`config.mk`:
```
export PLATFORM = sky130hd
export DESIGN_NAME = reg_scoreboard_flat
export DESIGN_NICKNAME = d
export VERILOG_FILES = /design/src/rtl/sb_pkg.sv /design/src/rtl/reg_scoreboard_if.sv /design/src/rtl/decoder_n.sv /design/src/rtl/reg_scoreboard.sv /design/src/flat_wrapper.sv
export SDC_FILE = /design/constraint.sdc
export NUM_CORES = 1
export LEC_CHECK = 0
export ABC_CLOCK_PERIOD_IN_PS = 3020
export BUFFER_PORTS_ARGS = -buffer_cell sky130_fd_sc_hd__buf_2
export CORE_MARGIN = 2
export CORE_UTILIZATION = 43
export DETAILED_ROUTE_END_ITERATION = 10
export GPL_ROUTABILITY_DRIVEN = 0
export SYNTH_ARGS = -nofsm -noshare
export SYNTH_HDL_FRONTEND = slang
export SYNTH_SLANG_ARGS = --single-unit
```
`constraint.sdc`:
```
create_clock -name clk -period 3.02 [get_ports clk]
set_input_delay 0.151 -clock clk [delete_from_list [all_inputs] [get_ports clk]]
set_output_delay 0.151 -clock clk [all_outputs]
set_load 0.01 [all_outputs]
```
`src/rtl/sb_pkg.sv`:
```
// Shared constants and types for the register pending-write scoreboard.
package sb_pkg;

  localparam int unsigned ADDR_W   = 5;
  localparam int unsigned CNT_W    = 2;
  localparam int unsigned ZERO_REG = 31;

  typedef logic [ADDR_W-1:0] reg_addr_t;
  typedef logic [CNT_W-1:0]  cnt_t;

endpackage

```
`src/rtl/reg_scoreboard_if.sv`:
```
// Issue/retire/query bundle between the pipeline (master) and the scoreboard (slave).
interface reg_scoreboard_if #(
  parameter int unsigned ADDR_W = sb_pkg::ADDR_W
);

  localparam int unsigned NREG = 2 ** ADDR_W;

  logic              issue_valid;
  logic [ADDR_W-1:0] issue_addr;
  logic              issue_ready;
  logic              retire_valid;
  logic [ADDR_W-1:0] retire_addr;
  logic [ADDR_W-1:0] rd_addr_a;
  logic [ADDR_W-1:0] rd_addr_b;
  logic              busy_a;
  logic              busy_b;
  logic [NREG-1:0]   busy_vec;
  logic              err;

  modport master (
    output issue_valid, issue_addr, retire_valid, retire_addr, rd_addr_a, rd_addr_b,
    input  issue_ready, busy_a, busy_b, busy_vec, err
  );

  modport slave (
    input  issue_valid, issue_addr, retire_valid, retire_addr, rd_addr_a, rd_addr_b,
    output issue_ready, busy_a, busy_b, busy_vec, err
  );

endinterface

```
`src/rtl/decoder_n.sv`:
```
// ADDR_W-bit address to 2**ADDR_W one-hot decoder; all zeros when disabled.
module decoder_n #(
  parameter int unsigned ADDR_W = sb_pkg::ADDR_W
) (
  input  logic                   en_i,
  input  logic [ADDR_W-1:0]      addr_i,
  output logic [2**ADDR_W-1:0]   onehot_o
);

  always_comb begin
    onehot_o = '0;
    if (en_i) begin
      onehot_o[addr_i] = 1'b1;
    end
  end

endmodule

```
`src/rtl/reg_scoreboard.sv`:
```
// Per-register pending-write counters with two-port busy query and sticky underflow error.
// Define SCOREBOARD_BYPASS_EN to let a same-cycle final retire clear busy_a/busy_b.
module reg_scoreboard #(
  parameter int unsigned ADDR_W   = sb_pkg::ADDR_W,
  parameter int unsigned CNT_W    = sb_pkg::CNT_W,
  parameter int unsigned ZERO_REG = sb_pkg::ZERO_REG
) (
  input logic             clk,
  input logic             reset,
  reg_scoreboard_if.slave sb
);

  localparam int unsigned       NREG     = 2 ** ADDR_W;
  localparam logic [ADDR_W-1:0] ZeroAddr = ADDR_W'(ZERO_REG);
  localparam logic [CNT_W-1:0]  CntMax   = '1;
  localparam logic [CNT_W-1:0]  CntOne   = CNT_W'(1);

  logic [NREG-1:0][CNT_W-1:0] cnt_q, cnt_d;
  logic                       err_q, err_d;
  logic [NREG-1:0]            issue_en, retire_en, busy;
  logic                       issue_ready, issue_acc, retire_acc;

  // A full counter can still take an issue if the same register retires this cycle.
  always_comb begin
    issue_ready = 1'b1;
    if (sb.issue_addr != ZeroAddr && cnt_q[sb.issue_addr] == CntMax) begin
      issue_ready = sb.retire_valid && (sb.retire_addr == sb.issue_addr);
    end
    issue_acc  = sb.issue_valid && issue_ready && (sb.issue_addr != ZeroAddr);
    retire_acc = sb.retire_valid && (sb.retire_addr != ZeroAddr);
  end

  decoder_n #(.ADDR_W(ADDR_W)) u_issue_dec (
    .en_i     (issue_acc),
    .addr_i   (sb.issue_addr),
    .onehot_o (issue_en)
  );

  decoder_n #(.ADDR_W(ADDR_W)) u_retire_dec (
    .en_i     (retire_acc),
    .addr_i   (sb.retire_addr),
    .onehot_o (retire_en)
  );

  always_comb begin
    cnt_d = cnt_q;
    err_d = err_q;
    for (int unsigned i = 0; i < NREG; i++) begin
      case ({issue_en[i], retire_en[i]})
        2'b10: cnt_d[i] = cnt_q[i] + CntOne;
        2'b01: begin
          if (cnt_q[i] == '0) begin
            err_d = 1'b1;
          end else begin
            cnt_d[i] = cnt_q[i] - CntOne;
          end
        end
        default: ;
      endcase
    end
  end

  always_ff @(posedge clk or posedge reset) begin
    if (reset) begin
      cnt_q <= '0;
      err_q <= 1'b0;
    end else begin
      cnt_q <= cnt_d;
      err_q <= err_d;
    end
  end

  always_comb begin
    for (int unsigned i = 0; i < NREG; i++) begin
      busy[i] = (cnt_q[i] != '0);
    end
    sb.busy_vec    = busy;
    sb.err         = err_q;
    sb.issue_ready = issue_ready;
    sb.busy_a      = busy[sb.rd_addr_a];
    sb.busy_b      = busy[sb.rd_addr_b];
`ifdef SCOREBOARD_BYPASS_EN
    if (sb.retire_valid && sb.retire_addr == sb.rd_addr_a && cnt_q[sb.rd_addr_a] == CntOne) begin
      sb.busy_a = 1'b0;
    end
    if (sb.retire_valid && sb.retire_addr == sb.rd_addr_b && cnt_q[sb.rd_addr_b] == CntOne) begin
      sb.busy_b = 1'b0;
    end
`else
`endif
  end

endmodule

```
`src/flat_wrapper.sv`:
```
// flat-port wrapper written by rule: the top's interface ports become plain ports
module reg_scoreboard_flat 
#(
  parameter int unsigned ADDR_W   = sb_pkg::ADDR_W,
  parameter int unsigned CNT_W    = sb_pkg::CNT_W,
  parameter int unsigned ZERO_REG = sb_pkg::ZERO_REG
)
  (clk, reset, sb_issue_valid, sb_issue_addr, sb_retire_valid, sb_retire_addr, sb_rd_addr_a, sb_rd_addr_b, sb_issue_ready, sb_busy_a, sb_busy_b, sb_busy_vec, sb_err);
  reg_scoreboard_if #(.ADDR_W(ADDR_W)) sb_i ();
  input logic clk;
  input logic reset;
  input wire logic [$bits(sb_i.issue_valid)-1:0] sb_issue_valid;
  input wire logic [$bits(sb_i.issue_addr)-1:0] sb_issue_addr;
  input wire logic [$bits(sb_i.retire_valid)-1:0] sb_retire_valid;
  input wire logic [$bits(sb_i.retire_addr)-1:0] sb_retire_addr;
  input wire logic [$bits(sb_i.rd_addr_a)-1:0] sb_rd_addr_a;
  input wire logic [$bits(sb_i.rd_addr_b)-1:0] sb_rd_addr_b;
  output wire logic [$bits(sb_i.issue_ready)-1:0] sb_issue_ready;
  output wire logic [$bits(sb_i.busy_a)-1:0] sb_busy_a;
  output wire logic [$bits(sb_i.busy_b)-1:0] sb_busy_b;
  output wire logic [$bits(sb_i.busy_vec)-1:0] sb_busy_vec;
  output wire logic [$bits(sb_i.err)-1:0] sb_err;
  assign sb_i.issue_valid = sb_issue_valid;
  assign sb_i.issue_addr = sb_issue_addr;
  assign sb_i.retire_valid = sb_retire_valid;
  assign sb_i.retire_addr = sb_retire_addr;
  assign sb_i.rd_addr_a = sb_rd_addr_a;
  assign sb_i.rd_addr_b = sb_rd_addr_b;
  assign sb_issue_ready = sb_i.issue_ready;
  assign sb_busy_a = sb_i.busy_a;
  assign sb_busy_b = sb_i.busy_b;
  assign sb_busy_vec = sb_i.busy_vec;
  assign sb_err = sb_i.err;
  reg_scoreboard #(.ADDR_W(ADDR_W), .CNT_W(CNT_W), .ZERO_REG(ZERO_REG)) u_core (.clk(clk), .reset(reset), .sb(sb_i));
endmodule
```
==> impl_metrics.toml <==
[critical_path]
worst_path_max_delay_cell = "or4_4"
path_cells = "mux2i_2 -> o22ai_2 -> nor4_2 -> mux2i_1 -> o211a_1 -> buf_4 -> o31a_1 -> a22o_1 -> or4_4 -> or4_1"
critPathArrivalTime_ps = 3230
critPathLaunchType = "flip-flop"
path_buf_inv = 1
path_max_fanout = 7
cp_data_required_time_ps = 3240
cp_top_family = "simple AND/OR/NAND/NOR gates"
cpPeakStageDelay_ps = 520
critPathCaptureType = "flip-flop"
worst-setup-path-type = "flip-flop to flip-flop"

[pwr]
p_int_mw = 2.32
power.switching_mw = 1.31
pwr-share-seq_pct = 33.8
irDropWorstVdd_mv = 0.339
leakagePower_nw = 3.01
p_per_area_nw_per_um2 = 548
clockPowerShare_pct = 26.8
p_comb_share_pct = 39.4
sw_frac_of_total_pct = 36.1

[synth]
ys_warn_count = 0
syn_inst = 640
synth_edf_count = 0
synth_area_leaders = "dfrtp_1 (32%), mux4_2 (9.7%), nor2_1 (7.3%)"
synth_top_area_share_pct = 31.8
synth_seq_area_share_pct = 31.8
synth_common_cells = "nor2_1 (99), o21ai_0 (72), dfrtp_1 (65)"
async_reset_ff_share_pct = 100
synth_area_um2 = 5120
synth_cell_types = 51
syn-num-nets = 664
postSynthAreaPerCell_um2 = 8.00
synth_flop_cell = "dfrtp_1"
ys_seq_elements = 65
yosysMostFrequentCell = "nor2_1"
synth_largest_area_cell = "dfrtp_1"

[sta]
fin_crit_sh_pct = 99.6
clock.fmax_ghz = 0.332
final.min_clock_period_ps = 3010
fin_worst_skew_ps = 7.86
worst_pin_slew_ps = 697
finalMaxSlewViolations = 0
hold_viol = 0
rsz0062_at_grt = "yes"
slew-limit-headroom_pct = 53.5
setup_viol = 0

[clocking]
clk_path_buf_depth = 2
cts_sinks = 65
cts_buffers = 9
root_buffer = "clkbuf_16"
clkTransAtPathRegs_ps = 60
clock_latency_ps = 350
cts_tree = "done"
h-tree-depth = 3

[floorplan]
ioPinCount = 60
std_cell_rows = 39
fp.dieH_um = 113
die-area_um2 = 12800
core_um2 = 11500
fp.dieW_um = 113
start_util_pct = 44.4

[job]
max_cap_viol_count = 0

[global_routing]
antenna_found_initial = 0
overflow = 0
grt_pass1_vias = 5348
grt_usage_pct = 28.8
grt_max_degree = 33
grt_pass1_wl_mm = 28.2

[drt]
dr.first_iter.drc_count = 634
via_per_inst = 5.92
wl_mm = 18.2
first_pass_iters = 9
drcViolationCount = 4
ant_nets = 0
wire_per_inst_um = 19.3
vias = 5569

[hold_path]
hp-class = "flip-flop to flip-flop"

[final_layout]
multiInputGateArea_um2 = 3150
num_antenna_cells = 0
fin_util_pct = 57.5
seqCellArea_um2 = 1630
fin_nets = 819
drive_gt1_share_pct = 28.7
area_growth_pct = 29.4
fin_cells = 941
design_area_um2 = 6620
num-fill-cells = 1065

[placement]
place_area_um2 = 6270
io_buffers = 59
dp_hpwl_mm = 14.4
dp.cells = 922

[run_status]
violations = "DRC"
status = "complete, but fails checks"
-- per-layer routing --
layer,track usage (%),vias to the layer above,share of wire [%]
li1,-,2594,-
met1,39.9,2635,43
met2,42.7,282,43
met3,7.18,58,11
met4,12.9,0,3.7
met5,0,-,0
-- sequential cells by signal (all words and copies together) (netlist names) --
register,count
u_core.cnt_q,64
u_core.sb.err,1
-- cell type report --
type	instances	area share (%)
multi-input combinational	488	47.5
timing repair buffer	177	18.1
sequential	65	24.6
clock inverter	3	0.264
clock buffer	11	3.82
inverter	54	3.12
tap	143	2.70
-- cell families after synthesis --
kind of cell,count (synthesis),share of synthesized area [%]
flip-flops,65,31.8
multiplexers,52,15.5
AO/OA/AOI/OAI,172,19.9
buffers and inverters,87,7.46
AND/OR/NAND/NOR,250,22.9
XOR/XNOR,14,2.40
-- final timing paths --
path                                              startpoint                      endpoint  slack [ps]  cells after the start
worst min-delay path            u_core.cnt_q[62]$_DFFE_PP0P_  u_core.cnt_q[62]$_DFFE_PP0P_         410                      0
min in group asynchronous                              reset  u_core.cnt_q[60]$_DFFE_PP0P_         460                      3
worst max-delay path             u_core.cnt_q[6]$_DFFE_PP0P_       u_core.sb.err$_DFF_PP0_          10                     10
worst min register to register  u_core.cnt_q[62]$_DFFE_PP0P_  u_core.cnt_q[62]$_DFFE_PP0P_         410                      0
worst max register to register   u_core.cnt_q[6]$_DFFE_PP0P_       u_core.sb.err$_DFF_PP0_          10                     10
max in group asynchronous                              reset  u_core.cnt_q[54]$_DFFE_PP0P_        1820                      4
-- metrics by stage --
| stage | power, mW | worst slack (ps) | setup TNS, ps | hold WS, ps |
|---|---|---|---|---|
| 6_report | 3.63 | 11.5 | 0 | 412 |
| 4_1_cts | 3.61 | 13.9 | 0 | 409 |
| 2_1_floorplan | 1.92 | 185 | 0 | 395 |
| 5_1_grt | 3.82 | -152 | -152 | 432 |
| 3_3_place_gp | 2.56 | -233 | -559 | 296 |
| 3_5_place_dp | 2.59 | -287 | -1110 | 294 |
-- cell usage in the layout (no fill, tap or decap), types with 3 or more instances in the layout --
cell / Yosys / routed
o211ai_1: 3 / 3
o31a_1: 6 / 6
and3_1: 6 / 6
mux4_2: 22 / 22
clkbuf_16: 0 / 9
a211oi_1: 4 / 4
nand2_1: 64 / 64
or3_1: 5 / 5
buf_4: 1 / 116
or3b_1: 3 / 3
o21ai_1: 1 / 5
nor4_1: 12 / 11
inv_1: 54 / 52
xor2_1: 9 / 9
o21ai_0: 72 / 67
o22a_1: 4 / 4
nand3_1: 7 / 7
a21oi_1: 35 / 35
buf_2: 5 / 59
or2_2: 5 / 5
a31oi_1: 5 / 5
xnor2_1: 5 / 5
nor2_1: 99 / 99
o22ai_1: 15 / 14
nor3_1: 20 / 20
dfrtp_1: 65 / 65
mux2i_1: 30 / 28
o21a_1: 14 / 14
nand3b_1: 10 / 10
nor3b_1: 4 / 4
-- what timing repair did --
item	4_1_cts	5_1_grt
setup buffers	4	0
pin swaps	5	0
setup endpoints to repair	1	1
hold buffers	1	0
endpoints found under the hold margin	30	0
resized for setup	11	2
-- power by group through the flow --
| stage | Combinational (mW) | Clock [mW] | Sequential (mW) |
|---|---|---|---|
| final | 1.43 | 0.973 | 1.23 |
| after global routing | 1.56 | 1.02 | 1.24 |
| after CTS | 1.41 | 0.986 | 1.21 |
| after detailed placement | 1.37 | 0 | 1.23 |
| after global placement | 1.32 | 0 | 1.24 |
| after floorplan | 0.679 | 0 | 1.24 |
Power figures use the tool's default switching activity.
